`src/rtl/psw_pkg.sv`:
```
// Shared constants for the 2-0-1-6 password lock: state codes, password digits
// and active-low seven-segment patterns ({g,f,e,d,c,b,a}).
package psw_pkg;

  typedef enum logic [2:0] {
    IDLE  = 3'd0,
    GOT1  = 3'd1,
    GOT2  = 3'd2,
    GOT3  = 3'd3,
    OPEN  = 3'd4,
    ERROR = 3'd5
  } psw_state_t;

  localparam logic [3:0] PSW_DIGITS [4] = '{4'd2, 4'd0, 4'd1, 4'd6};

  localparam logic [6:0] BLANK = 7'b1111111;
  localparam logic [6:0] DASH  = 7'b0111111;
  localparam logic [6:0] O     = 7'b1000000;
  localparam logic [6:0] P     = 7'b0001100;
  localparam logic [6:0] E     = 7'b0000110;
  localparam logic [6:0] n     = 7'b0101011;
  localparam logic [6:0] r     = 7'b0101111;
  localparam logic [6:0] o     = 7'b0100011;

  // Index of the highest set key; only meaningful when the key vector is one-hot.
  function automatic logic [3:0] key_index(input logic [9:0] keys);
    key_index = '0;
    for (int unsigned i = 0; i < 10; i++) begin
      if (keys[i]) key_index = 4'(i);
    end
  endfunction

endpackage

```
`src/rtl/debouncer.sv`:
```
// Switch debouncer: synchronises the switches and only passes a new pattern
// once it has been stable for DEBOUNCE_CYCLES clocks (about 10 ms at 50 MHz).
module debouncer #(
  parameter int unsigned DEBOUNCE_CYCLES = 500_000
) (
  input  logic       clk,
  input  logic       rst_n,
  input  logic [9:0] sw,
  output logic [9:0] sw_clean
);

  localparam int unsigned CW = $clog2(DEBOUNCE_CYCLES);

  logic [9:0]    sync_0, sync_1, sw_last;
  logic [CW-1:0] cnt;

  always_ff @(posedge clk) begin
    if (!rst_n) begin
      sync_0   <= '0;
      sync_1   <= '0;
      sw_last  <= '0;
      cnt      <= '0;
      sw_clean <= '0;
    end else begin
      sync_0 <= sw;
      sync_1 <= sync_0;
      if (sync_1 != sw_last) begin
        sw_last <= sync_1;
        cnt     <= '0;
      end else if (cnt != CW'(DEBOUNCE_CYCLES - 1)) begin
        cnt <= cnt + 1'b1;
      end else begin
        sw_clean <= sw_last;
      end
    end
  end

endmodule

```
`src/rtl/psw_fsm.sv`:
```
// Press detection, one-hot digit check and the password state register.
module psw_fsm
  import psw_pkg::*;
(
  input  logic       clk,
  input  logic       rst_n,
  input  logic [9:0] sw_clean,
  output psw_state_t state
);

  psw_state_t state_next;
  logic [9:0] sw_prev;
  logic       armed;
  logic       press;
  logic       key_ok;
  logic [3:0] key;

  // armed stays low until all switches have been seen released after reset,
  // so a switch held through reset cannot create an event.
  assign press  = (sw_clean != '0) && (sw_prev == '0) && armed;
  assign key_ok = $onehot(sw_clean);
  assign key    = key_index(sw_clean);

  always_ff @(posedge clk) begin
    if (!rst_n) begin
      state   <= IDLE;
      sw_prev <= '0;
      armed   <= 1'b0;
    end else begin
      state   <= state_next;
      sw_prev <= sw_clean;
      if (sw_clean == '0) armed <= 1'b1;
    end
  end

  always_comb begin
    state_next = state;
    case (state)
      IDLE:        if (press) state_next = (key_ok && key == PSW_DIGITS[0]) ? GOT1 : ERROR;
      GOT1:        if (press) state_next = (key_ok && key == PSW_DIGITS[1]) ? GOT2 : ERROR;
      GOT2:        if (press) state_next = (key_ok && key == PSW_DIGITS[2]) ? GOT3 : ERROR;
      GOT3:        if (press) state_next = (key_ok && key == PSW_DIGITS[3]) ? OPEN : ERROR;
      OPEN, ERROR: if (press) state_next = IDLE;
      default:     state_next = IDLE;
    endcase
  end

endmodule

```
`src/rtl/top_psw.sv`:
```
// Password lock top level: debounced switches feed the FSM, whose state is
// decoded straight onto the five active-low seven-segment displays.
module top_psw
  import psw_pkg::*;
(
  input  logic       clk,
  input  logic       rst_n,
  input  logic [9:0] sw,
  output logic [6:0] HEX4,
  output logic [6:0] HEX3,
  output logic [6:0] HEX2,
  output logic [6:0] HEX1,
  output logic [6:0] HEX0
);

  logic [9:0] sw_clean;
  psw_state_t state;

  debouncer u_debouncer (
    .clk      (clk),
    .rst_n    (rst_n),
    .sw       (sw),
    .sw_clean (sw_clean)
  );

  psw_fsm fsm_inst (
    .clk      (clk),
    .rst_n    (rst_n),
    .sw_clean (sw_clean),
    .state    (state)
  );

  always_comb begin
    HEX4 = BLANK;
    HEX3 = BLANK;
    HEX2 = BLANK;
    HEX1 = BLANK;
    HEX0 = BLANK;
    case (state)
      GOT1: HEX3 = DASH;
      GOT2: begin HEX3 = DASH; HEX2 = DASH; end
      GOT3: begin HEX3 = DASH; HEX2 = DASH; HEX1 = DASH; end
      OPEN: begin HEX4 = O; HEX3 = P; HEX2 = E; HEX1 = n; end
      ERROR: begin HEX4 = E; HEX3 = r; HEX2 = r; HEX1 = o; HEX0 = r; end
      default: ;
    endcase
  end

endmodule

```
`config.mk`:
```
export PLATFORM = sky130hd
export DESIGN_NAME = top_psw
export DESIGN_NICKNAME = d
export VERILOG_FILES = /design/src/rtl/psw_pkg.sv /design/src/rtl/debouncer.sv /design/src/rtl/psw_fsm.sv /design/src/rtl/top_psw.sv
export SDC_FILE = /design/constraint.sdc
export NUM_CORES = 1
export LEC_CHECK = 0
export ABC_CLOCK_PERIOD_IN_PS = 8000
export BUFFER_PORTS_ARGS = -buffer_cell sky130_fd_sc_hd__buf_2
export CAP_MARGIN = 10
export CORE_ASPECT_RATIO = 1.5
export CORE_MARGIN = 2
export CORE_UTILIZATION = 61
export DETAILED_ROUTE_END_ITERATION = 10
export GPL_TIMING_DRIVEN = 0
export HOLD_SLACK_MARGIN = 0.1
export PLACE_DENSITY = 0.84
export SYNTH_ARGS = -nofsm -noshare
export SYNTH_HDL_FRONTEND = slang
export SYNTH_SLANG_ARGS = --single-unit
```
`constraint.sdc`:
```
create_clock -name clk -period 8 [get_ports clk]
set_input_delay 1.2 -clock clk [delete_from_list [all_inputs] [get_ports clk]]
set_output_delay 1.2 -clock clk [all_outputs]
set_load 0.05 [all_outputs]
```
== Word level (Yosys, flattened, before mapping) ==
Cells that the tools add are included.
Widths: inputs -> output; s select.

* Register bits: 73

* Add/subtract/negate cells: 10
* Eq/ne operators: 16
* Muxes and demuxes: 24
* Bitwise gates (word level): 3
* Reductions and logical operators: 17

{| class="wikitable"
|+ Operators by type and width
! operator !! number
|-
| $pmux 7 s3 || 3
|-
| $mux 3 || 12
|-
| $logic_not 10->1 || 2
|-
| $add 19x1->19 const B || 1
|-
| $ne 19x19->1 const B || 1
|-
| $add 4x4->4 || 4
|-
| $pmux 3 s5 || 1
|-
| $pmux 7 s2 || 1
|-
| $add 1x1->2 || 5
|-
| $ne 10x10->1 || 1
|-
| $ne 2x1->1 const B || 5
|-
| $reduce_bool 10->1 || 1
|-
| $eq 4x1->1 const B || 2
|-
| $mux 4 || 2
|-
| $mux 7 || 1
|-
| $eq 3x2->1 const B || 2
|-
| $eq 3x3->1 const B || 2
|-
| $logic_and 1x1->1 || 6
|-
| $reduce_or 2->1 || 3
|-
| $reduce_and 5->1 || 1
|-
| $eq 4x2->1 const B || 1
|-
| $eq 4x3->1 const B || 1
|-
| $logic_not 4->1 || 1
|-
| $mux 2 || 2
|-
| other kinds (6) || 9
|}

== Longest topological paths before layout ==
* Depth in word-level cells: 14
* Gate-level depth with buffers: 13

== Hierarchy ==
From an unflattened synthesis, not the netlist that was laid out.

* Cells, all modules: 357
* Area, all modules: 3348.2 um^2

{| class="wikitable"
|+ Modules (own cells, without submodules)
! module !! times used !! cells each !! area an instance (um^2) !! sequential area each (um^2)
|-
| debouncer || 1 || 231 || 2238.4 || 1181.1
|-
| psw_fsm || 1 || 86 || 838.3 || 280.3
|-
| top_psw || 1 || 40 || 271.5 || 0.0
|}

== Worst setup path before layout ==
Ideal clock, no wire load.

* Kind: register -> register
* Start: reg u_debouncer.sw_clean[2]
* End: reg fsm_inst.state[1]
* Arrival time: 3637 ps
* Required time: 7930 ps
* Path slack: 4293 ps
* Stages on the path, launching flop included: 14
* Period minus slack after synthesis: 3707 ps
* Cells stage by stage: dfxtp_1 inv_1 ha_1 inv_1 fa_1 fa_1 fa_1 fa_1 and4bb_1 o21ai_1 a211oi_2 nand2_1 or4_1 a21oi_1

* Longest elaborated chain between the ends: 13
* Elaborated cells on any way between the ends: 31
* Those cells by class: add/sub: 4; eq/ne: 7; mux: 13; reduce/logical: 7

{| class="wikitable"
|+ RTL lines
! what !! RTL line !! source
|-
| start: declaration || debouncer.sv:9 || <nowiki>output logic [9:0] sw_clean</nowiki>
|-
| start signal: assignment || debouncer.sv:33 || <nowiki>sw_clean <= sw_last;</nowiki>
|-
| branches (longest 13 deep; another with $add 4x4->4) || n/a ||
|-
| end signal: assignment || psw_fsm.sv:30 || <nowiki>state <= state_next;</nowiki>
|-
| end: declaration || psw_fsm.sv:8 || <nowiki>output psw_state_t state</nowiki>
|}

Parallel ways; which one is timed is not known. The select of a mux whose other input is x is not followed.
A chain may end at the register's enable or synchronous reset.

== Final worst setup path ==
* Start: reg u_debouncer.sw_clean[3]
* End: reg fsm_inst.state[1]

* Longest elaborated chain between the ends: 12
* Elaborated cells on any way between the ends: 30
* Those cells by class: add/sub: 4; eq/ne: 7; mux: 12; reduce/logical: 7

{| class="wikitable"
|+ RTL lines
! what
|-
| branches (longest 12 deep; another with $add 4x4->4)
|}

Parallel ways; which one is timed is not known. The select of a mux whose other input is x is not followed.

==> impl_metrics.toml <==
[timing]
rsz0062_at_grt = "no"
period_minus_slack_ns = 4.01
finClkSkew_ns = 0.00705
finalMaxSlewViolations = 0
setup_viol = 0
fmax_ghz = 0.250
finalHoldViolations = 0
period_share_pct = 50.1
setup_tns_ns = 0

[synthesis]
synth_largest_area_cell = "dfxtp_1"
synthCells = 375
synth_top_area_share_pct = 43.0
avgSynthCellArea_um2 = 9.07
async_reset_ff_share_pct = 0
synth_edf_count = 0
yosysMostFrequentCell = "dfxtp_1"
synth_commonest_cells = "73 x dfxtp_1, 42 x and2_1, 42 x nand2_1"
synth_ff_type = "dfxtp_1"
synth_cell_types = 47
ys_warn_count = 0
ys_ff_latch = 73
yosys-top-cells-area = "dfxtp_1 43%, and2_1 7.7%, ha_1 5.2%"
seq_area_frac_synth_pct = 43.0
synth_area_mm2 = 0.00340

[drt]
drtIter0Drc = 64
drt_wl_total_um = 5820
first_pass_iters = 4
drt.antenna.violating_nets = 0
via_count = 2472
via_per_inst = 4.90
route.detailed.drc = 0
wl_per_cell_um = 11.6

[global_route]
gr-total-overflow = 0
grt_first_pass_wirelength_um = 10100
grt_max_degree = 12
antenna_found_initial = 0
grtUsageTotal_pct = 21.4
grt_pass1_vias = 2443

[critical_path]
crit_chain = "inv_1, ha_1, inv_1, fa_1, fa_1, fa_1, fa_1, and4bb_1, o21ai_1, a211oi_2, nand2_1, or4_1, a21oi_1"
crit_path_frequent_cell = "fa_1"
cp-start-kind = "flop"
critPathMaxFanout = 3
critPathTopFamily = "adder cells"
max_stage_delay_ns = 0.53
critical_path_buf_inv_count = 2
worstPathRequired_ns = 8.28
critPathKind = "flop to flop"
end_kind = "flop"
crit_arrival_ns = 4.29
crit_slowest_cell = "fa_1"

[clock_tree]
cts_root_buffer = "clkbuf_8"
cts.sinks = 73
hold_buffers = 0
cts_made_buffers = 9
path_clk_slew_ns = 0.07
cts_resized = 0
htreeDepth = 3
max-clock-path-buffers = 2
cts_setup_buffers = 0
cts_tree = "done"
worstSkewPairLatency_ns = 0.34

[flow_run]
max_cap_violations = 0

[place]
port_buffers = 33
gp_congestion = 0.898
hpwl_um = 4460
placed_cells = 489

[power]
pwr_density_cell_mw_per_mm2 = 178
power_leakage_nw = 1.55
ir_worst_vdd_uv = 166
total_power_uw = 690

[finish]
areaGrowthSynthToFinish_pct = 14.4
seq_area_mm2 = 0.00146
nFillCells = 415
drive_gt1_share_pct = 18.9
multi_input_area_mm2 = 0.00164
nets = 462
num_antenna_cells = 0
final_cells = 504

[die]
die_w_um = 65.0
die_h_um = 95.4
coreArea_mm2 = 0.00541
start_util_pct = 62.8
fp-row-count = 33
io_pins = 47
die_area_mm2 = 0.00620

[worst_hold_path]
hp-class = "flop to flop"

[outcome]
status = "finished, final reports clean"
sequential cells by signal, summed over array words and instances, names as in the netlist:
register,flops
fsm_inst.armed,1
fsm_inst.state,3
fsm_inst.sw_prev,10
u_debouncer.cnt,19
u_debouncer.sw_clean,10
u_debouncer.sw_last,10
u_debouncer.sync_0,10
u_debouncer.sync_1,10
power breakdown:
part	leakage, nW	switching [mW]	internal (mW)	total, mW
sequential	0.593	0.00329	0.370	0.373
clock	0.102	0.122	0.158	0.281
combinational	0.855	0.0227	0.0136	0.0363
routing by layer:
| metal | track usage, % | part of all wire, % |
|---|---|---|
| met4 | 13.1 | 3.2 |
| met5 | 0 | 0 |
| met2 | 39.9 | 54 |
| met1 | 21.0 | 39 |
| met3 | 5.08 | 3.5 |
through the flow:
stage	util [%]	setup slack [ns]	hold slack [ns]	instance area [µm²]
2_1_floorplan	-	4.29	0.412	3440
3_3_place_gp	68.3	4.07	0.414	3690
3_5_place_dp	68.3	3.98	0.419	3690
4_1_cts	71.9	3.96	0.436	3890
5_1_grt	71.9	3.77	0.453	3890
6_report	71.9	3.99	0.434	3890
worst reg2reg max path, cell delays in order (launching register included):
cell and delay, ns:
dfxtp_1 0.37, inv_1 0.09, ha_1 0.28, inv_1 0.05, fa_1 0.53, fa_1 0.45
fa_1 0.44, fa_1 0.49, and4bb_1 0.18, o21ai_1 0.09, a211oi_2 0.29, nand2_1 0.14
or4_1 0.41, a21oi_1 0.12
placed cells by master (no fill, tap or decap), types with 3 or more instances in the layout:
cell      instances
xnor2_1          13
or3_1             3
nor3_1            4
conb_1           12
ha_1             14
buf_4            23
fa_1              6
clkbuf_1          8
xor2_1           13
nor2_1           28
inv_1            27
nor2b_1           3
clkbuf_8         11
nand2_1          42
nand4_1           7
dfxtp_1          73
nor4_1            3
a21oi_1           5
and3_1            6
o21ai_1          12
buf_2            36
and2_1           42
o21ai_0           5
nand3_1           6
kinds of logic (layout without fill, tap and decap cells):
group | Yosys count | in the layout | synth area share, %
simple gates | 159 | 159 | 25.1
buf+inv | 62 | 110 | 9.94
mux | 1 | 1 | 0.294
flops | 73 | 73 | 43.0
fa+ha+maj | 20 | 20 | 8.69
xor+xnor | 26 | 26 | 6.70
other cells | 1 | 12 | 0.110
compound gates | 33 | 33 | 6.18
final timing paths:
kind,startpoint,to,slack (ns),cells after the start
setup / recovery,u_debouncer.sw_clean[3],fsm_inst.state[1],3.99,13
hold / removal,u_debouncer.sync_0[7],u_debouncer.sync_1[7],0.43,1
setup reg to reg,u_debouncer.sw_clean[3],fsm_inst.state[1],3.99,13
hold reg to reg,u_debouncer.sync_0[7],u_debouncer.sync_1[7],0.43,1
final cells by class:
class / count / share of cell area, %
Clock buffer: 12 / 3.99
Timing Repair Buffer: 33 / 4.25
Tap cell: 70 / 2.25
Clock inverter: 3 / 1.03
Inverter: 27 / 2.61
Sequential cell: 73 / 37.6
Multi-Input combinational cell: 251 / 42.2
Buffer: 35 / 6.08
Power figures use the tool's default switching activity.
